**config.mk**
```make
export PLATFORM = sky130hd
export DESIGN_NAME = execute
export DESIGN_NICKNAME = d
export VERILOG_FILES = /design/src/rtl/execute_pkg.sv /design/src/rtl/execute_alu.sv /design/src/rtl/execute.sv
export SDC_FILE = /design/constraint.sdc
export NUM_CORES = 1
export LEC_CHECK = 0
export ABC_AREA = 1
export BUFFER_PORTS_ARGS = -buffer_cell sky130_fd_sc_hd__buf_2
export CAP_MARGIN = 0
export CORE_MARGIN = 2
export CORE_UTILIZATION = 40
export CTS_CLUSTER_SIZE = 8
export DETAILED_ROUTE_END_ITERATION = 10
export PLACE_DENSITY = 0.72
export SYNTH_ARGS = -nofsm -noshare
export SYNTH_HDL_FRONTEND = slang
export SYNTH_HIERARCHICAL = 1
export SYNTH_SLANG_ARGS = --single-unit
```
**constraint.sdc**
```tcl
create_clock -name clk_i -period 8.53 [get_ports clk_i]
set_input_delay 1.2795 -clock clk_i [delete_from_list [all_inputs] [get_ports clk_i]]
set_output_delay 1.2795 -clock clk_i [all_outputs]
set_load 0.005 [all_outputs]
```
**src/rtl/execute_pkg.sv**
```systemverilog
// rtl/execute_pkg.sv - shared Y86-64 icode, ALU-function, condition and status codes
package execute_pkg;

  // Instruction codes
  localparam logic [3:0] I_HALT   = 4'h0;
  localparam logic [3:0] I_NOP    = 4'h1;
  localparam logic [3:0] I_RRMOVQ = 4'h2;
  localparam logic [3:0] I_IRMOVQ = 4'h3;
  localparam logic [3:0] I_RMMOVQ = 4'h4;
  localparam logic [3:0] I_MRMOVQ = 4'h5;
  localparam logic [3:0] I_OPQ    = 4'h6;
  localparam logic [3:0] I_JXX    = 4'h7;
  localparam logic [3:0] I_CALL   = 4'h8;
  localparam logic [3:0] I_RET    = 4'h9;
  localparam logic [3:0] I_PUSHQ  = 4'hA;
  localparam logic [3:0] I_POPQ   = 4'hB;

  // Condition function codes shared by jXX and cmovXX
  localparam logic [3:0] C_YES = 4'h0;
  localparam logic [3:0] C_LE  = 4'h1;
  localparam logic [3:0] C_L   = 4'h2;
  localparam logic [3:0] C_E   = 4'h3;
  localparam logic [3:0] C_NE  = 4'h4;
  localparam logic [3:0] C_GE  = 4'h5;
  localparam logic [3:0] C_G   = 4'h6;

  // Highest legal ifunc for OPq and for jXX/cmovXX
  localparam logic [3:0] OPQ_FUNC_MAX  = 4'h3;
  localparam logic [3:0] COND_FUNC_MAX = 4'h6;

  // ALU operations; encoding matches the OPq ifunc low bits
  typedef enum logic [1:0] {
    ALU_ADD = 2'd0,
    ALU_SUB = 2'd1,
    ALU_AND = 2'd2,
    ALU_XOR = 2'd3
  } aluFunE;

  // Processor status
  typedef enum logic [1:0] {
    STAT_AOK = 2'd0,
    STAT_HLT = 2'd1,
    STAT_ADR = 2'd2,
    STAT_INS = 2'd3
  } statE;

  // Evaluate a jXX/cmovXX condition against {ZF,SF,OF}; unknown codes are false
  function automatic logic condHolds(input logic [3:0] ifunc, input logic zf,
                                     input logic sf, input logic of);
    logic lt;
    lt = sf ^ of;
    case (ifunc)
      C_YES:   condHolds = 1'b1;
      C_LE:    condHolds = lt | zf;
      C_L:     condHolds = lt;
      C_E:     condHolds = zf;
      C_NE:    condHolds = ~zf;
      C_GE:    condHolds = ~lt;
      C_G:     condHolds = ~lt & ~zf;
      default: condHolds = 1'b0;
    endcase
  endfunction

endpackage

```
**src/rtl/execute_alu.sv**
```systemverilog
// rtl/execute_alu.sv - combinational ALU computing aluB op aluA with flag outputs
module execute_alu
  import execute_pkg::*;
#(
  parameter int DATA_W = 64
) (
  input  logic [DATA_W-1:0] aluA,
  input  logic [DATA_W-1:0] aluB,
  input  aluFunE            aluFun,
  output logic [DATA_W-1:0] result,
  output logic              zf,
  output logic              sf,
  output logic              of
);

  logic signA;
  logic signB;
  logic signR;

  assign signA = aluA[DATA_W-1];
  assign signB = aluB[DATA_W-1];
  assign signR = result[DATA_W-1];

  // Result and flags; arithmetic wraps, carry is discarded
  always_comb begin
    result = '0;
    of     = 1'b0;
    case (aluFun)
      ALU_ADD: begin
        result = aluB + aluA;
        of     = (signA == signB) && (signR != signA);
      end
      ALU_SUB: begin
        result = aluB - aluA;
        of     = (signA != signB) && (signR != signB);
      end
      ALU_AND: result = aluB & aluA;
      ALU_XOR: result = aluB ^ aluA;
      default: result = '0;
    endcase
    zf = (result == '0);
    sf = signR;
  end

endmodule

```
**src/rtl/execute.sv**
```systemverilog
// rtl/execute.sv - Y86-64 execute stage with condition codes and sticky status
module execute
  import execute_pkg::*;
#(
  parameter int         DATA_W     = 64,
  parameter int         STACK_STEP = 8,
  parameter logic [2:0] CC_RST     = 3'b100
) (
  input  logic              clk_i,
  input  logic              rst_n_i,
  input  logic              en_i,
  input  logic [3:0]        icode_i,
  input  logic [3:0]        ifunc_i,
  input  logic [DATA_W-1:0] valC_i,
  input  logic [DATA_W-1:0] valA_i,
  input  logic [DATA_W-1:0] valB_i,
  input  logic              instr_valid_i,
  input  logic              imem_error_i,
  output logic [DATA_W-1:0] valE_o,
  output logic              cnd_o,
  output logic [2:0]        cc_o,
  output logic [1:0]        stat_o
);

  localparam logic [DATA_W-1:0] STEP = DATA_W'(STACK_STEP);

  logic [DATA_W-1:0] aluA;
  logic [DATA_W-1:0] aluB;
  aluFunE            aluFun;
  logic [DATA_W-1:0] aluResult;
  logic              aluZf;
  logic              aluSf;
  logic              aluOf;

  statE              statQ;
  statE              statD;
  statE              decStat;
  logic [2:0]        ccQ;
  logic [2:0]        ccD;
  logic              running;

  assign running = (statQ == STAT_AOK);

  // Operand and function selection per instruction class
  always_comb begin
    aluA   = '0;
    aluB   = '0;
    aluFun = ALU_ADD;
    case (icode_i)
      I_RRMOVQ: aluA = valA_i;
      I_IRMOVQ: aluA = valC_i;
      I_RMMOVQ, I_MRMOVQ: begin
        aluA = valC_i;
        aluB = valB_i;
      end
      I_OPQ: begin
        if (ifunc_i <= OPQ_FUNC_MAX) begin
          aluA   = valA_i;
          aluB   = valB_i;
          aluFun = aluFunE'(ifunc_i[1:0]);
        end
      end
      I_CALL, I_PUSHQ: begin
        aluA   = STEP;
        aluB   = valB_i;
        aluFun = ALU_SUB;
      end
      I_RET, I_POPQ: begin
        aluA = STEP;
        aluB = valB_i;
      end
      default: ;
    endcase
  end

  execute_alu #(
    .DATA_W (DATA_W)
  ) uAlu (
    .aluA   (aluA),
    .aluB   (aluB),
    .aluFun (aluFun),
    .result (aluResult),
    .zf     (aluZf),
    .sf     (aluSf),
    .of     (aluOf)
  );

  // Status of the instruction currently presented, highest priority first
  always_comb begin
    decStat = STAT_AOK;
    if (imem_error_i) begin
      decStat = STAT_ADR;
    end else if (!instr_valid_i
                 || (icode_i == I_OPQ && ifunc_i > OPQ_FUNC_MAX)
                 || ((icode_i == I_RRMOVQ || icode_i == I_JXX) && ifunc_i > COND_FUNC_MAX)) begin
      decStat = STAT_INS;
    end else if (icode_i == I_HALT) begin
      decStat = STAT_HLT;
    end
  end

  // Next status and CC: leave AOK only when enabled; CC updates on valid OPq only
  always_comb begin
    statD = statQ;
    ccD   = ccQ;
    if (en_i && running) begin
      statD = decStat;
      if (decStat == STAT_AOK && icode_i == I_OPQ) begin
        ccD = {aluZf, aluSf, aluOf};
      end
    end
  end

  // Status and condition-code registers
  always_ff @(posedge clk_i or negedge rst_n_i) begin
    if (!rst_n_i) begin
      statQ <= STAT_AOK;
      ccQ   <= CC_RST;
    end else begin
      statQ <= statD;
      ccQ   <= ccD;
    end
  end

  // Outputs; a stopped processor produces no result and takes no branches
  always_comb begin
    valE_o = running ? aluResult : '0;
    cnd_o  = running && (icode_i == I_RRMOVQ || icode_i == I_JXX)
             && condHolds(ifunc_i, ccQ[2], ccQ[1], ccQ[0]);
    cc_o   = ccQ;
    stat_o = statQ;
  end

endmodule

```
==> impl_metrics.ini, run 1 <==
[die]
placeableCoreArea_um2 = 31640
die_h_um = 183.3
die_area_um2 = 33590
num_rows = 65
start_util_pct = 40.64
die_width_um = 183.3
io_pins = 275

[clocking]
cts_buffers = 3
postCtsResizedCells = 0
cts.path.max_buffers = 2
root_buffer = sky130_fd_sc_hd__clkbuf_16
clkTransAtPathRegs_ns = 0.03
cts-htree-levels = 1
cts.sinks = 5
tritoncts = yes
post-cts-setup-buffer-count = 0
cts.hold.buffers_added = 0
worst_skew_pair.late_latency_ns = 0.23

[timing]
hold_viol_final = 0
period_share_pct = 88.74
fin_setup_tns_ns = 0
report.final.setup_viol = 0
rsz_0062_raised_after_global_routing = false
tightest_slew_ns = 0.8839
maxSlewViolCount = 0
clock-skew-final_ns = 0.0009187
final.min_clock_period_ns = 7.569
max_clock_freq_ghz = 0.1321
slew_headroom_pct = 40.99

[setup_path]
critical_path.max_stage_delay_ns = 0.71
worst_ep_required_time_ns = 7.25
cp_max_fo = 66
critPathMostFrequentCell = sky130_fd_sc_hd__nand2_1
critical_path_arrival_ns = 6.29
cp-end-kind = output port
worst-path-buf-inv = 5
worst_setup_sp_type = primary input
timing.critical_path.slowest_stage_cell = sky130_fd_sc_hd__nor2_8
setup.worst_path.class = in2out
critical_path.top_delay_family = simple AND/OR/NAND/NOR gates

[pwr]
worst_ir_drop_vdd_mv = 0.1365
power_per_cell_area_nw_per_um2 = 74.38
cellLeakagePower_nw = 9.434

[yosys]
netlist.area_leader.share_pct = 25.81
postSynthNetCount = 2953
netlist_instances = 2619
postSynthRegisterBits = 5
synth_top_flop_cell = sky130_fd_sc_hd__dfrtp_1
synth-warning-count = 6
synth-seq-area-share_pct = 0.9830
synth.top_cells.by_area = sky130_fd_sc_hd__nand2_1, sky130_fd_sc_hd__inv_1, sky130_fd_sc_hd__ha_1, sky130_fd_sc_hd__nor2_1, sky130_fd_sc_hd__nand3_1
ys_async_sr_fraction_pct = 100.0
synth_enable_flop_cells = 0
synth_largest_area_cell = sky130_fd_sc_hd__nand2_1
syn_area_per_cell_um2 = 4.909
cell_area_after_synthesis_um2 = 12860
ys_types = 55

[run_status]
run_status = complete, no violations

[layout]
nets = 3175
drive_above_1_share_pct = 14.37
finalCoreUtilization_pct = 45.72
final_cell_mix = sky130_fd_sc_hd__nand2_1, sky130_fd_sc_hd__inv_1, sky130_fd_sc_hd__nor2_1
most_common_cell_after_layout_fill_and_taps_aside = sky130_fd_sc_hd__nand2_1
area_grow_syn2layout_pct = 12.52

[global_route]
antenna_found_initial = 1
grt_max_degree = 71
grt_use_total_pct = 30.40
first_global_vias = 14950
grt_remaining_overflow = 0
grt_pass1_wl_um = 79890

[run]
drv_cap = 0

[route]
detail_route.iter0.violations = 1945
via_count = 16690
wire_length_per_cell_um = 16.26
wl_um = 52720
final_antenna_net_count = 0
via_per_inst = 5.146
drc = 0
drtPass1Iterations = 8

[place]
detailed_place_hpwl_um = 45400
port_buffer_cells = 274
place_congestion = 1.070

[hold_path]
min-delay-path-class = reg2reg
## report_power, final
part | leakage [nW] | internal (W) | switching, W
Clock | 0.0382 | 0.0000620 | 0.0000167
Combinational | 9.33 | 0.000310 | 0.000663
Sequential | 0.0610 | 0.0000239 | 0
## cells by family (layout without fill, tap and decap cells)
logic type / after synthesis / in the layout / synth area share [%]
adder cells (fa/ha/maj): 129 / 129 / 12.61
AND/OR/NAND/NOR: 1614 / 1614 / 54.03
buffers and inverters: 599 / 820 / 18.95
XOR/XNOR: 64 / 64 / 4.360
AO/OA/AOI/OAI: 208 / 208 / 9.061
flip-flops: 5 / 5 / 0.9830
other: 0 / 1 / 0
## stage by stage
step | power (W) | area (µm²) | std cells | setup slack (ns) | hold WS (ns)
finish | 0.001076 | 14470 | 3243 | 0.9607 | 0.5046
global route | 0.001172 | 14460 | 3242 | 0.4914 | 0.5278
CTS | 0.001044 | 14460 | 3242 | 1.092 | 0.5007
detailed placement | 0.0009597 | 14380 | 3238 | 1.105 | 0.4984
global placement | 0.0009617 | 14380 | 3238 | 1.152 | 0.4884
floorplan | 0.0006737 | 12860 | 2619 | 2.194 | 0.4785
## worst paths after layout
path / start / slack [ns] / depth (start not counted) / endpoint
setup / recovery: ifunc_i[2] / 0.96 / 30 / valE_o[41]
hold / removal: stat_o[0] / 0.50 / 2 / stat_o[0]
setup reg to reg: stat_o[0] / 7.08 / 6 / cc_o[1]
hold reg to reg: stat_o[0] / 0.50 / 2 / stat_o[0]
max in group asynchronous: rst_n_i / 7.46 / 1 / cc_o[2]
min in group asynchronous: rst_n_i / 0.86 / 1 / stat_o[1]
## synthesized netlist by cell type (13+ instances only)
cell type	instances
sky130_fd_sc_hd__nand2_1	884
sky130_fd_sc_hd__inv_1	512
sky130_fd_sc_hd__nor2_1	347
sky130_fd_sc_hd__nand3_1	196
sky130_fd_sc_hd__ha_1	128
sky130_fd_sc_hd__a21oi_1	70
sky130_fd_sc_hd__o21ai_1	52
sky130_fd_sc_hd__o21ai_0	46
sky130_fd_sc_hd__xor2_1	46
sky130_fd_sc_hd__nand4_1	34
sky130_fd_sc_hd__nand2_2	30
sky130_fd_sc_hd__nand3b_1	26
sky130_fd_sc_hd__nor2_2	24
sky130_fd_sc_hd__buf_2	20
sky130_fd_sc_hd__clkbuf_1	20
sky130_fd_sc_hd__inv_2	20
sky130_fd_sc_hd__xnor2_1	18
sky130_fd_sc_hd__nor4_1	17
sky130_fd_sc_hd__nand3_2	15
sky130_fd_sc_hd__o21bai_1	15
sky130_fd_sc_hd__nor3_1	13
## state kept, by name, summed over array words and instances, names as in the netlist
signal  cells
cc_o        3
stat_o      2
## cell type report
cell class	count	area, µm²
antenna	1	2.502
clock buffer	4	78.83
fill	3635	17170
inverter	533	2001
multi-input combinational	2015	10310
sequential	5	126.4
tap	402	503.0
timing repair buffer	283	1439
## metal layers
metal  wire length [µm]  global-route usage, %  vias to the layer above
li1                   -                      -                     8457
met4               1451                  7.648                        0
met5                  0                      0                        -
met2              21860                  47.15                      882
met3               6468                  5.818                       74
met1              22940                  42.97                     7274
## worst min-delay path, stage by stage (launching register included)
cell                      delay (ns)
sky130_fd_sc_hd__dfrtp_1        0.37
sky130_fd_sc_hd__inv_1          0.05
sky130_fd_sc_hd__nand2_1        0.05
No activity file was read; power rests on OpenSTA's default activity.
==> run 2, diff against run 1 <==
--- a/config.mk
+++ b/config.mk
@@ -6,6 +6,7 @@
 export NUM_CORES = 1
 export LEC_CHECK = 0
 export ABC_AREA = 1
+export ABC_CLOCK_PERIOD_IN_PS = 8530
 export BUFFER_PORTS_ARGS = -buffer_cell sky130_fd_sc_hd__buf_2
 export CAP_MARGIN = 0
 export CORE_MARGIN = 2
==> constraint.sdc (replaced) <==
create_clock -name clk_i -period 8.53 [get_ports clk_i]
set_input_delay 0.853 -clock clk_i [delete_from_list [all_inputs] [get_ports clk_i]]
set_output_delay 0.853 -clock clk_i [all_outputs]
set_load 0.005 [all_outputs]
==> impl_metrics.ini, run 2 (synthesis gave the netlist of run 1 again) <==
[place]
post_dp_cell_area_um2 = 14360
place_congestion = 1.036
placedCellCount = 3235
detailed_place_hpwl_um = 46440
port_buffer_cells = 274

[timing]
clock-skew-final_ns = 0.002633
max_clock_freq_ghz = 0.1362
maxSlewViolCount = 0
report.final.setup_viol = 0
slew_headroom_pct = 20.85
final.min_clock_period_ns = 7.342
tightest_slew_ns = 1.187
timing.hold.ws_ns = 0.4372
fin_setup_tns_ns = 0
rsz_0062_raised_after_global_routing = false
period_share_pct = 86.07
hold_viol_final = 0

[layout]
drive_above_1_share_pct = 14.31
nets = 3172
antenna_cells = 0
fin_area_um2 = 14440
stdcell_count = 3239
final_cell_mix = sky130_fd_sc_hd__nand2_1, sky130_fd_sc_hd__inv_1, sky130_fd_sc_hd__nor2_1
number_of_fill_cells = 3608
most_common_cell_after_layout_fill_and_taps_aside = sky130_fd_sc_hd__nand2_1
area_grow_syn2layout_pct = 12.33
largest_reg_flops = 3

[die]
num_rows = 65
start_util_pct = 40.64
io_pins = 275
die_width_um = 183.3
placeableCoreArea_um2 = 31640
die_area_um2 = 33590
die_h_um = 183.3

[route]
drtPass1Iterations = 6
wl_um = 54290
detail_route.iter0.violations = 2004
final_antenna_net_count = 0
via_per_inst = 5.216
wire_length_per_cell_um = 16.76
via_count = 16900
drc = 0

[clocking]
cts.hold.buffers_added = 0
tritoncts = yes
cts.sinks = 5
root_buffer = sky130_fd_sc_hd__clkbuf_16
cts_buffers = 3
post-cts-setup-buffer-count = 0
postCtsResizedCells = 0
cts.path.max_buffers = 2
clkTransAtPathRegs_ns = 0.04
cts-htree-levels = 1
worst_skew_pair.late_latency_ns = 0.23

[global_route]
m3_gr_usage_pct = 3.495
grt_use_total_pct = 31.34
global_route.peak_usage_layer = met2
antenna_found_initial = 0
grt_max_degree = 71
grt_remaining_overflow = 0
first_global_vias = 14950
met2_usage_pct = 48.89
grt_pass1_wl_um = 82050
use_met1_pct = 46.61

[pwr]
cellLeakagePower_nw = 9.421
power_per_cell_area_nw_per_um2 = 74.56
worst_ir_drop_vdd_mv = 0.08424

[setup_path]
reg2reg_slack_ns = 7.02
worst_setup_sp_type = primary input
cp-end-kind = output port
setup.worst_path.class = in2out
cp_max_fo = 64
worst_ep_required_time_ns = 7.68
critical_path_arrival_ns = 6.49

[run_status]
run_status = complete, no violations

[run]
drv_cap = 0

[hold_path]
min-delay-path-class = in2async
-- run 2: cell count changes in the layout (fill, tap and decap cells not counted), sizes merged --
cell    delta
clkinv     +1
buf        -3
diode      -1
clkbuf     -1
-- run 2: path summary, 6_finish.rpt --
path                            depth (start not counted)          to        from
worst min-delay path                                    1   stat_o[0]     rst_n_i
min in group clk_i                                      2   stat_o[0]   stat_o[0]
worst max-delay path                                   28  valE_o[63]  icode_i[2]
max in group asynchronous                               1     cc_o[2]     rst_n_i
worst min register to register                          2   stat_o[0]   stat_o[0]
worst max register to register                          6     cc_o[1]   stat_o[1]
-- run 2: metrics by stage --
| stage | worst slack, ns | utilization [%] | power (W) |
|---|---|---|---|
| 6_report | 1.188 | 45.65 | 0.001077 |
| 5_1_grt | 0.7044 | 45.65 | 0.001171 |
| 2_1_floorplan | 3.047 | - | 0.0006737 |
| 3_3_place_gp | 1.402 | 45.39 | 0.0009651 |
| 4_1_cts | 1.384 | 45.65 | 0.001045 |
| 3_5_place_dp | 1.415 | 45.39 | 0.0009622 |
-- run 2: per-layer routing --
layer	wire, µm	vias up
li1	-	8458
met1	24060	7474
met2	22800	913
met3	6495	51
met4	939	0
met5	0	-
-- run 2: cell type report --
cell class	count	area (µm²)	area share, %
multi-input cells	2015	10310	71.43
inverters	533	2001	13.85
repair buffers	280	1416	9.808
flip-flops and latches	5	126.4	0.8751
well taps	402	503.0	3.483
clock buffers	3	75.07	0.5198
clock inverters	1	5.005	0.03466
-- run 2: worst max-delay path, cell delays in order --
cell and delay, ns:
sky130_fd_sc_hd__buf_2 0.12, sky130_fd_sc_hd__inv_2 0.07, sky130_fd_sc_hd__nor2_4 0.05, sky130_fd_sc_hd__nand2_1 0.10, sky130_fd_sc_hd__nand2_2 0.61, sky130_fd_sc_hd__nand2_1 0.24, sky130_fd_sc_hd__nand2_1 0.25, sky130_fd_sc_hd__nor4_1 0.53
sky130_fd_sc_hd__nand3_1 0.20, sky130_fd_sc_hd__nor3_1 0.39, sky130_fd_sc_hd__nand4_1 0.31, sky130_fd_sc_hd__xnor2_1 0.21, sky130_fd_sc_hd__nand2_1 0.06, sky130_fd_sc_hd__o21ai_0 0.22, sky130_fd_sc_hd__ha_1 0.47, sky130_fd_sc_hd__nand2_1 0.15
sky130_fd_sc_hd__nor3_1 0.31, sky130_fd_sc_hd__inv_1 0.13, sky130_fd_sc_hd__nor2_1 0.20, sky130_fd_sc_hd__o21ai_0 0.13, sky130_fd_sc_hd__nand2_1 0.10, sky130_fd_sc_hd__nor2_1 0.06, sky130_fd_sc_hd__nand3_1 0.10, sky130_fd_sc_hd__nand3_2 0.09
sky130_fd_sc_hd__nand2_2 0.22, sky130_fd_sc_hd__inv_1 0.06, sky130_fd_sc_hd__nor2_1 0.09, sky130_fd_sc_hd__buf_2 0.14
-- run 2: report_power, final --
group          switching, W  internal [W]  leakage, nW  total (W)
logic              0.000666      0.000309         9.32   0.000975
registers                 0     0.0000239       0.0610  0.0000239
clock network     0.0000161     0.0000613       0.0409  0.0000774
total              0.000682      0.000395         9.42    0.00108
